===== src/rtl/core_axil_io_master_if.sv =====
// core_axil_io_master_if: core request/response port plus the AXI4-Lite master channels.
interface core_axil_io_master_if #(
    parameter int ADDR_W = 4,
    parameter int DATA_W = 32
);
    localparam int SW = DATA_W / 8;
    logic              req_valid;
    logic              req_ready;
    logic              req_we;
    logic [31:0]       req_addr;
    logic [DATA_W-1:0] req_wdata;
    logic [SW-1:0]     req_wstrb;
    logic              rsp_valid;
    logic [DATA_W-1:0] rsp_rdata;
    logic [1:0]        rsp_resp;
    logic              rsp_timeout;
    logic [ADDR_W-1:0] araddr;
    logic              arvalid;
    logic              arready;
    logic [DATA_W-1:0] rdata;
    logic [1:0]        rresp;
    logic              rvalid;
    logic              rready;
    logic [ADDR_W-1:0] awaddr;
    logic              awvalid;
    logic              awready;
    logic [DATA_W-1:0] wdata;
    logic [SW-1:0]     wstrb;
    logic              wvalid;
    logic              wready;
    logic [1:0]        bresp;
    logic              bvalid;
    logic              bready;

    modport master (
        input  req_valid, req_we, req_addr, req_wdata, req_wstrb,
               arready, rdata, rresp, rvalid, awready, wready, bresp, bvalid,
        output req_ready, rsp_valid, rsp_rdata, rsp_resp, rsp_timeout,
               araddr, arvalid, rready, awaddr, awvalid, wdata, wstrb, wvalid, bready
    );
    modport slave (
        output req_valid, req_we, req_addr, req_wdata, req_wstrb,
               arready, rdata, rresp, rvalid, awready, wready, bresp, bvalid,
        input  req_ready, rsp_valid, rsp_rdata, rsp_resp, rsp_timeout,
               araddr, arvalid, rready, awaddr, awvalid, wdata, wstrb, wvalid, bready
    );
endinterface


===== src/rtl/core_axil_io_master.sv =====
// core_axil_io_master: single-outstanding AXI4-Lite master for core I/O with timeout abort.
module core_axil_io_master #(
    parameter int ADDR_W  = 4,
    parameter int DATA_W  = 32,
    parameter int TIMEOUT = 255
) (
    input logic clk,
    input logic rst,
    core_axil_io_master_if.master bus
);
    localparam int SW = DATA_W / 8;
    localparam int CW = TIMEOUT > 0 ? $clog2(TIMEOUT + 1) : 1;

    typedef enum logic [2:0] {IDLE, RD_A, RD_D, WR_AW, WR_B, RESP} state_t;

    state_t            r_state, w_next;
    logic [ADDR_W-1:0] r_addr;
    logic [DATA_W-1:0] r_wdata, r_rdata, w_rdata;
    logic [SW-1:0]     r_wstrb;
    logic [1:0]        r_resp, w_resp;
    logic [CW-1:0]     r_cnt;
    logic              r_tout, r_aw_done, r_w_done;
    logic              w_busy, w_expire, w_aw_ok, w_w_ok, w_cap, w_tout;

    assign w_busy   = r_state != IDLE && r_state != RESP;
    assign w_expire = TIMEOUT != 0 && w_busy && r_cnt == CW'(TIMEOUT);
    assign w_aw_ok  = r_aw_done | bus.awready;
    assign w_w_ok   = r_w_done | bus.wready;

    always_comb begin
        w_next = r_state;
        w_tout = 1'b0;
        case (r_state)
            IDLE:    w_next = bus.req_valid ? (bus.req_we ? WR_AW : RD_A) : IDLE;
            RD_A:    w_next = bus.arready ? RD_D : RD_A;
            RD_D:    w_next = bus.rvalid ? RESP : RD_D;
            WR_AW:   w_next = (w_aw_ok && w_w_ok) ? WR_B : WR_AW;
            WR_B:    w_next = bus.bvalid ? RESP : WR_B;
            default: w_next = IDLE;
        endcase
        // only the final R/B handshake beats an expiring counter
        if (w_expire && w_next != RESP) begin
            w_next = RESP;
            w_tout = 1'b1;
        end
        w_cap   = w_busy && w_next == RESP;
        w_rdata = (r_state == RD_D && !w_tout) ? bus.rdata : '0;
        w_resp  = w_tout ? 2'b11 : (r_state == RD_D ? bus.rresp : bus.bresp);
    end

    always_ff @(posedge clk) begin
        if (rst) begin
            r_state   <= IDLE;
            r_addr    <= '0;
            r_wdata   <= '0;
            r_wstrb   <= '0;
            r_rdata   <= '0;
            r_resp    <= '0;
            r_tout    <= 1'b0;
            r_cnt     <= '0;
            r_aw_done <= 1'b0;
            r_w_done  <= 1'b0;
        end else begin
            r_state <= w_next;
            if (r_state == IDLE && bus.req_valid) begin
                r_addr    <= bus.req_addr[ADDR_W-1:0];
                r_wdata   <= bus.req_wdata;
                r_wstrb   <= bus.req_wstrb;
                r_cnt     <= '0;
                r_aw_done <= 1'b0;
                r_w_done  <= 1'b0;
            end else if (w_busy && r_cnt != CW'(TIMEOUT)) begin
                r_cnt <= r_cnt + CW'(1);
            end
            if (r_state == WR_AW && bus.awready) r_aw_done <= 1'b1;
            if (r_state == WR_AW && bus.wready) r_w_done <= 1'b1;
            if (w_cap) begin
                r_rdata <= w_rdata;
                r_resp  <= w_resp;
                r_tout  <= w_tout;
            end
        end
    end

    assign bus.req_ready   = r_state == IDLE;
    assign bus.rsp_valid   = r_state == RESP;
    assign bus.rsp_rdata   = r_rdata;
    assign bus.rsp_resp    = r_resp;
    assign bus.rsp_timeout = r_tout && r_state == RESP;
    assign bus.araddr      = r_addr;
    assign bus.arvalid     = r_state == RD_A;
    assign bus.rready      = r_state == RD_D;
    assign bus.awaddr      = r_addr;
    assign bus.awvalid     = r_state == WR_AW && !r_aw_done;
    assign bus.wdata       = r_wdata;
    assign bus.wstrb       = r_wstrb;
    assign bus.wvalid      = r_state == WR_AW && !r_w_done;
    assign bus.bready      = r_state == WR_B;
endmodule

===== src/flat_wrapper.sv =====
// flat-port wrapper written by rule: the top's interface ports become plain ports
module core_axil_io_master_flat 
#(
    parameter int ADDR_W  = 4,
    parameter int DATA_W  = 32,
    parameter int TIMEOUT = 255
)
  (clk, rst, bus_req_valid, bus_req_we, bus_req_addr, bus_req_wdata, bus_req_wstrb, bus_arready, bus_rdata, bus_rresp, bus_rvalid, bus_awready, bus_wready, bus_bresp, bus_bvalid, bus_req_ready, bus_rsp_valid, bus_rsp_rdata, bus_rsp_resp, bus_rsp_timeout, bus_araddr, bus_arvalid, bus_rready, bus_awaddr, bus_awvalid, bus_wdata, bus_wstrb, bus_wvalid, bus_bready);
  core_axil_io_master_if #(.ADDR_W(ADDR_W), .DATA_W(DATA_W)) bus_i ();
  input logic clk;
  input logic rst;
  input wire logic [$bits(bus_i.req_valid)-1:0] bus_req_valid;
  input wire logic [$bits(bus_i.req_we)-1:0] bus_req_we;
  input wire logic [$bits(bus_i.req_addr)-1:0] bus_req_addr;
  input wire logic [$bits(bus_i.req_wdata)-1:0] bus_req_wdata;
  input wire logic [$bits(bus_i.req_wstrb)-1:0] bus_req_wstrb;
  input wire logic [$bits(bus_i.arready)-1:0] bus_arready;
  input wire logic [$bits(bus_i.rdata)-1:0] bus_rdata;
  input wire logic [$bits(bus_i.rresp)-1:0] bus_rresp;
  input wire logic [$bits(bus_i.rvalid)-1:0] bus_rvalid;
  input wire logic [$bits(bus_i.awready)-1:0] bus_awready;
  input wire logic [$bits(bus_i.wready)-1:0] bus_wready;
  input wire logic [$bits(bus_i.bresp)-1:0] bus_bresp;
  input wire logic [$bits(bus_i.bvalid)-1:0] bus_bvalid;
  output wire logic [$bits(bus_i.req_ready)-1:0] bus_req_ready;
  output wire logic [$bits(bus_i.rsp_valid)-1:0] bus_rsp_valid;
  output wire logic [$bits(bus_i.rsp_rdata)-1:0] bus_rsp_rdata;
  output wire logic [$bits(bus_i.rsp_resp)-1:0] bus_rsp_resp;
  output wire logic [$bits(bus_i.rsp_timeout)-1:0] bus_rsp_timeout;
  output wire logic [$bits(bus_i.araddr)-1:0] bus_araddr;
  output wire logic [$bits(bus_i.arvalid)-1:0] bus_arvalid;
  output wire logic [$bits(bus_i.rready)-1:0] bus_rready;
  output wire logic [$bits(bus_i.awaddr)-1:0] bus_awaddr;
  output wire logic [$bits(bus_i.awvalid)-1:0] bus_awvalid;
  output wire logic [$bits(bus_i.wdata)-1:0] bus_wdata;
  output wire logic [$bits(bus_i.wstrb)-1:0] bus_wstrb;
  output wire logic [$bits(bus_i.wvalid)-1:0] bus_wvalid;
  output wire logic [$bits(bus_i.bready)-1:0] bus_bready;
  assign bus_i.req_valid = bus_req_valid;
  assign bus_i.req_we = bus_req_we;
  assign bus_i.req_addr = bus_req_addr;
  assign bus_i.req_wdata = bus_req_wdata;
  assign bus_i.req_wstrb = bus_req_wstrb;
  assign bus_i.arready = bus_arready;
  assign bus_i.rdata = bus_rdata;
  assign bus_i.rresp = bus_rresp;
  assign bus_i.rvalid = bus_rvalid;
  assign bus_i.awready = bus_awready;
  assign bus_i.wready = bus_wready;
  assign bus_i.bresp = bus_bresp;
  assign bus_i.bvalid = bus_bvalid;
  assign bus_req_ready = bus_i.req_ready;
  assign bus_rsp_valid = bus_i.rsp_valid;
  assign bus_rsp_rdata = bus_i.rsp_rdata;
  assign bus_rsp_resp = bus_i.rsp_resp;
  assign bus_rsp_timeout = bus_i.rsp_timeout;
  assign bus_araddr = bus_i.araddr;
  assign bus_arvalid = bus_i.arvalid;
  assign bus_rready = bus_i.rready;
  assign bus_awaddr = bus_i.awaddr;
  assign bus_awvalid = bus_i.awvalid;
  assign bus_wdata = bus_i.wdata;
  assign bus_wstrb = bus_i.wstrb;
  assign bus_wvalid = bus_i.wvalid;
  assign bus_bready = bus_i.bready;
  core_axil_io_master #(.ADDR_W(ADDR_W), .DATA_W(DATA_W), .TIMEOUT(TIMEOUT)) u_core (.clk(clk), .rst(rst), .bus(bus_i));
endmodule

===== config.mk =====
export PLATFORM = sky130hd
export DESIGN_NAME = core_axil_io_master_flat
export DESIGN_NICKNAME = d
export VERILOG_FILES = /design/src/rtl/core_axil_io_master_if.sv /design/src/rtl/core_axil_io_master.sv /design/src/flat_wrapper.sv
export SDC_FILE = /design/constraint.sdc
export NUM_CORES = 1
export LEC_CHECK = 0
export BUFFER_PORTS_ARGS = -buffer_cell sky130_fd_sc_hd__buf_2
export CAP_MARGIN = 20
export CORE_MARGIN = 2
export CORE_UTILIZATION = 43
export CTS_CLUSTER_DIAMETER = 200
export DETAILED_ROUTE_END_ITERATION = 7
export MAX_ROUTING_LAYER = met4
export PLACE_DENSITY = 0.8
export SLEW_MARGIN = 20
export SYNTH_ARGS = -nofsm -noshare
export SYNTH_HDL_FRONTEND = slang
export SYNTH_SLANG_ARGS = --single-unit

===== constraint.sdc =====
create_clock -name clk -period 1.8 [get_ports clk]
set_clock_uncertainty 0.05 [all_clocks]
set_input_delay 0.09 -clock clk [delete_from_list [all_inputs] [get_ports clk]]
set_output_delay 0.09 -clock clk [all_outputs]
set_load 0.03 [all_outputs]

==> impl_metrics.tcl <==
set metrics [dict create \
    period_share_pct 93.07 \
    max_freq_ghz 0.5969 \
    htreeDepth 3 \
    layout.nets 718 \
    synth_area_um2 3272 \
    endpoint_kind "output pin" \
    ys_types 43 \
    cp-start-kind "register" \
    hold_violations 0 \
    final_cell_area_um2 5239 \
    rows 31 \
    layout_commonest_cell "buf_2" \
    root_buffer "clkbuf_8" \
    synth_nets 466 \
    slew_headroom_pct 65.28 \
    diodes 0 \
    outcome "finished clean" \
    clk_latency_ns 0.35 \
    arrival_ns 1.54 \
    ioPinCount 199 \
    grt_util_met2_pct 45.56 \
    p_leak_nw 2.459 \
    hold_class "in -> reg" \
    die_h_um 91.23 \
    post-route-util_pct 71.84 \
    powerDensity_nw_per_um2 923.8 \
    async_flop_share_pct 0 \
    r2r_slack_ns 0.14 \
    setup_slack_ns 0.1248 \
    drt_pass1_iterations 4 \
    dieWidth_um 91.23 \
    cts_tree "yes" \
    ff2ff_path_depth 5 \
    r2r-start "u_core.r_cnt[3]" \
    setup_violations 0 \
    holdPathStages 3 \
    grt_use_total_pct 26.27 \
    final_antenna_net_count 0 \
    grt_pass1_wl_um 17150 \
    synth_edf_count 0 \
    busiest_layer "met2" \
    worst-slew-pin-transition_ns 0.5208 \
    drt-initial-drc-count 195 \
    ys.flop_type "dfxtp_1" \
    cp_data_required_time_ns 1.66 \
    met1_usage_pct 29.91 \
    finalMaxSlewViolations 0 \
    clk_path_buf_depth 2 \
    placed_cell_area_um2 4267 \
    portBuffers 170 \
    numCtsBuffers 9 \
    postSynthAreaPerCell_um2 9.295 \
    antenna_found_initial 0 \
    drive_above_1_share_pct 36.45 \
    yosys_warnings 0 \
    yosys_register_bits 88 \
    viasPerCell 5.023 \
    grt_pass1_vias 3670 \
    maxCapViolCount 0 \
    worstSetupPathType "reg -> out" \
    min_period_ns 1.675 \
    met3_usage_pct 6.224 \
    hp-start "bus_bresp[1]" \
    drc 0 \
    routabilityCongestion 0.7962 \
    dieArea_um2 8323 \
    initial_core_util_pct 44.87 \
    core_um2 7292 \
    ys_seq_area_share_pct 53.84 \
    vias 3556 \
    clk_pin_slew_worst_paths_ns 0.09 \
    rsz0062_at_grt "false" \
    whs_endpoint "u_core.bus.rsp_resp[1]" \
    wl_per_cell_um 15.03 \
    wl_um 10640 \
    grt_max_degree 50 \
    grt-ovfl-total 0 \
    dp_hpwl_um 6232 \
    area_delta_synth_final_pct 60.11 \
    synthCells 352 \
    clkSinkCount 88 \
    critPathMaxFanout 4 \
    mostFrequentLayoutCells "buf_2 (170), dfxtp_1 (87), nand2_1 (85)" \
    peakVddDrop_mv 0.5255 \
    r2r-end "u_core.bus.rsp_rdata[13]" \
    pre_cts_ws_ns -0.3516 \
]
synthesized netlist by cell type, drive strengths merged, types with 3 or more instances:
| cell | instances | area, um2 |
|---|---|---|
| and2 | 4 | 25.02 |
| a22o | 32 | 280.3 |
| nand2 | 85 | 319.1 |
| dfxtp | 88 | 1762 |
| nor3 | 7 | 62.56 |
| a211oi | 3 | 35.03 |
| clkbuf | 10 | 38.78 |
| nand3 | 3 | 15.01 |
| mux2i | 3 | 30.03 |
| a21oi | 49 | 245.2 |
| nor2 | 11 | 41.29 |
| nor2b | 3 | 18.77 |
| o21ai | 4 | 20.02 |
| buf | 19 | 137.6 |
| a22oi | 3 | 22.52 |
| or3 | 4 | 25.02 |
flip-flops by register name, indices dropped and copies added (netlist names):
register / cells
u_core.bus.rsp_rdata: 32
u_core.bus.wdata: 32
u_core.r_cnt: 8
u_core.bus.araddr: 4
u_core.bus.wstrb: 4
u_core.r_state: 3
u_core.bus.rsp_resp: 2
u_core.r_aw_done: 1
u_core.r_tout: 1
u_core.r_w_done: 1
critical path, cell delays in order, from the launching register on:
cell and delay [ns]:
dfxtp_1 0.40, nor2b_1 0.22, buf_4 0.15, nand2_1 0.08
nor2_1 0.11, buf_2 0.22
kinds of logic (layout without fill, tap and decap cells):
family                   count (synthesis)  in the layout  synth area share (%)
AO/OA/AOI/OAI                           99             99                 20.57
XOR/XNOR                                 2              2                0.5355
adder cells (fa/ha/maj)                  1              1                0.3823
buffers and inverters                   31            287                 5.621
flip-flops                              88             88                 53.84
multiplexers                             3              3                0.9178
AND/OR/NAND/NOR                        128            129                 18.13
how the worst max path moves through the flow:
| stage | start | end | cells after the start |
|---|---|---|---|
| after floorplan | u_core.r_state[1] | u_core.bus.rsp_rdata[10] | 6 |
| after global routing | u_core.r_state[0] | u_core.r_state[1] | 5 |
| after detailed placement | u_core.r_state[0] | u_core.bus.rsp_rdata[2] | 4 |
| final | u_core.r_state[1] | bus_awvalid | 5 |
| after CTS | u_core.r_state[0] | u_core.bus.rsp_rdata[21] | 4 |
| after global placement | u_core.r_state[0] | u_core.bus.rsp_rdata[8] | 4 |
cell type report:
type                            instances  area, um2
Clock inverter                          7      53.80
Timing Repair Buffer                  269       1817
Clock buffer                            9      123.9
Fill cell                             515       2053
Tap cell                               99      123.9
Inverter                                2      7.507
Multi-Input combinational cell        234       1350
Sequential cell                        88       1763
per-layer routing:
layer  up-vias  routed length (um)
met2       172                5282
met5         -                   0
li1       1722                   -
met1      1641                4497
met4         0                 216
met3        21                 647
metrics by stage:
stage | hold WS, ns | power, mW | TNS (ns) | instances
6_report | 0.03782 | 4.840 | 0 | 708
3_3_place_gp | 0.2559 | 3.422 | -6.924 | 614
2_1_floorplan | 0.1198 | 3.034 | 0 | 352
4_1_cts | 0.02651 | 4.841 | 0 | 707
5_1_grt | 0.05322 | 5.064 | 0 | 708
3_5_place_dp | 0.2605 | 3.457 | -10.41 | 614
report_power, final:
group / switching (mW) / total [mW] / internal, mW
registers: 0.0873 / 2.18 / 2.10
logic: 0.842 / 1.41 / 0.567
clock network: 0.735 / 1.25 / 0.511
repair_timing:
action | in CTS | in global routing
cloned | 1 | 0
hold buffers | 74 | 0
setup buffers | 2 | 1
pin swaps | 2 | 1
hold endpoints to repair | 74 | 0
gates resized for setup | 1 | 2
setup endpoints to repair | 32 | 20
(Power assumes the default switching activity.)
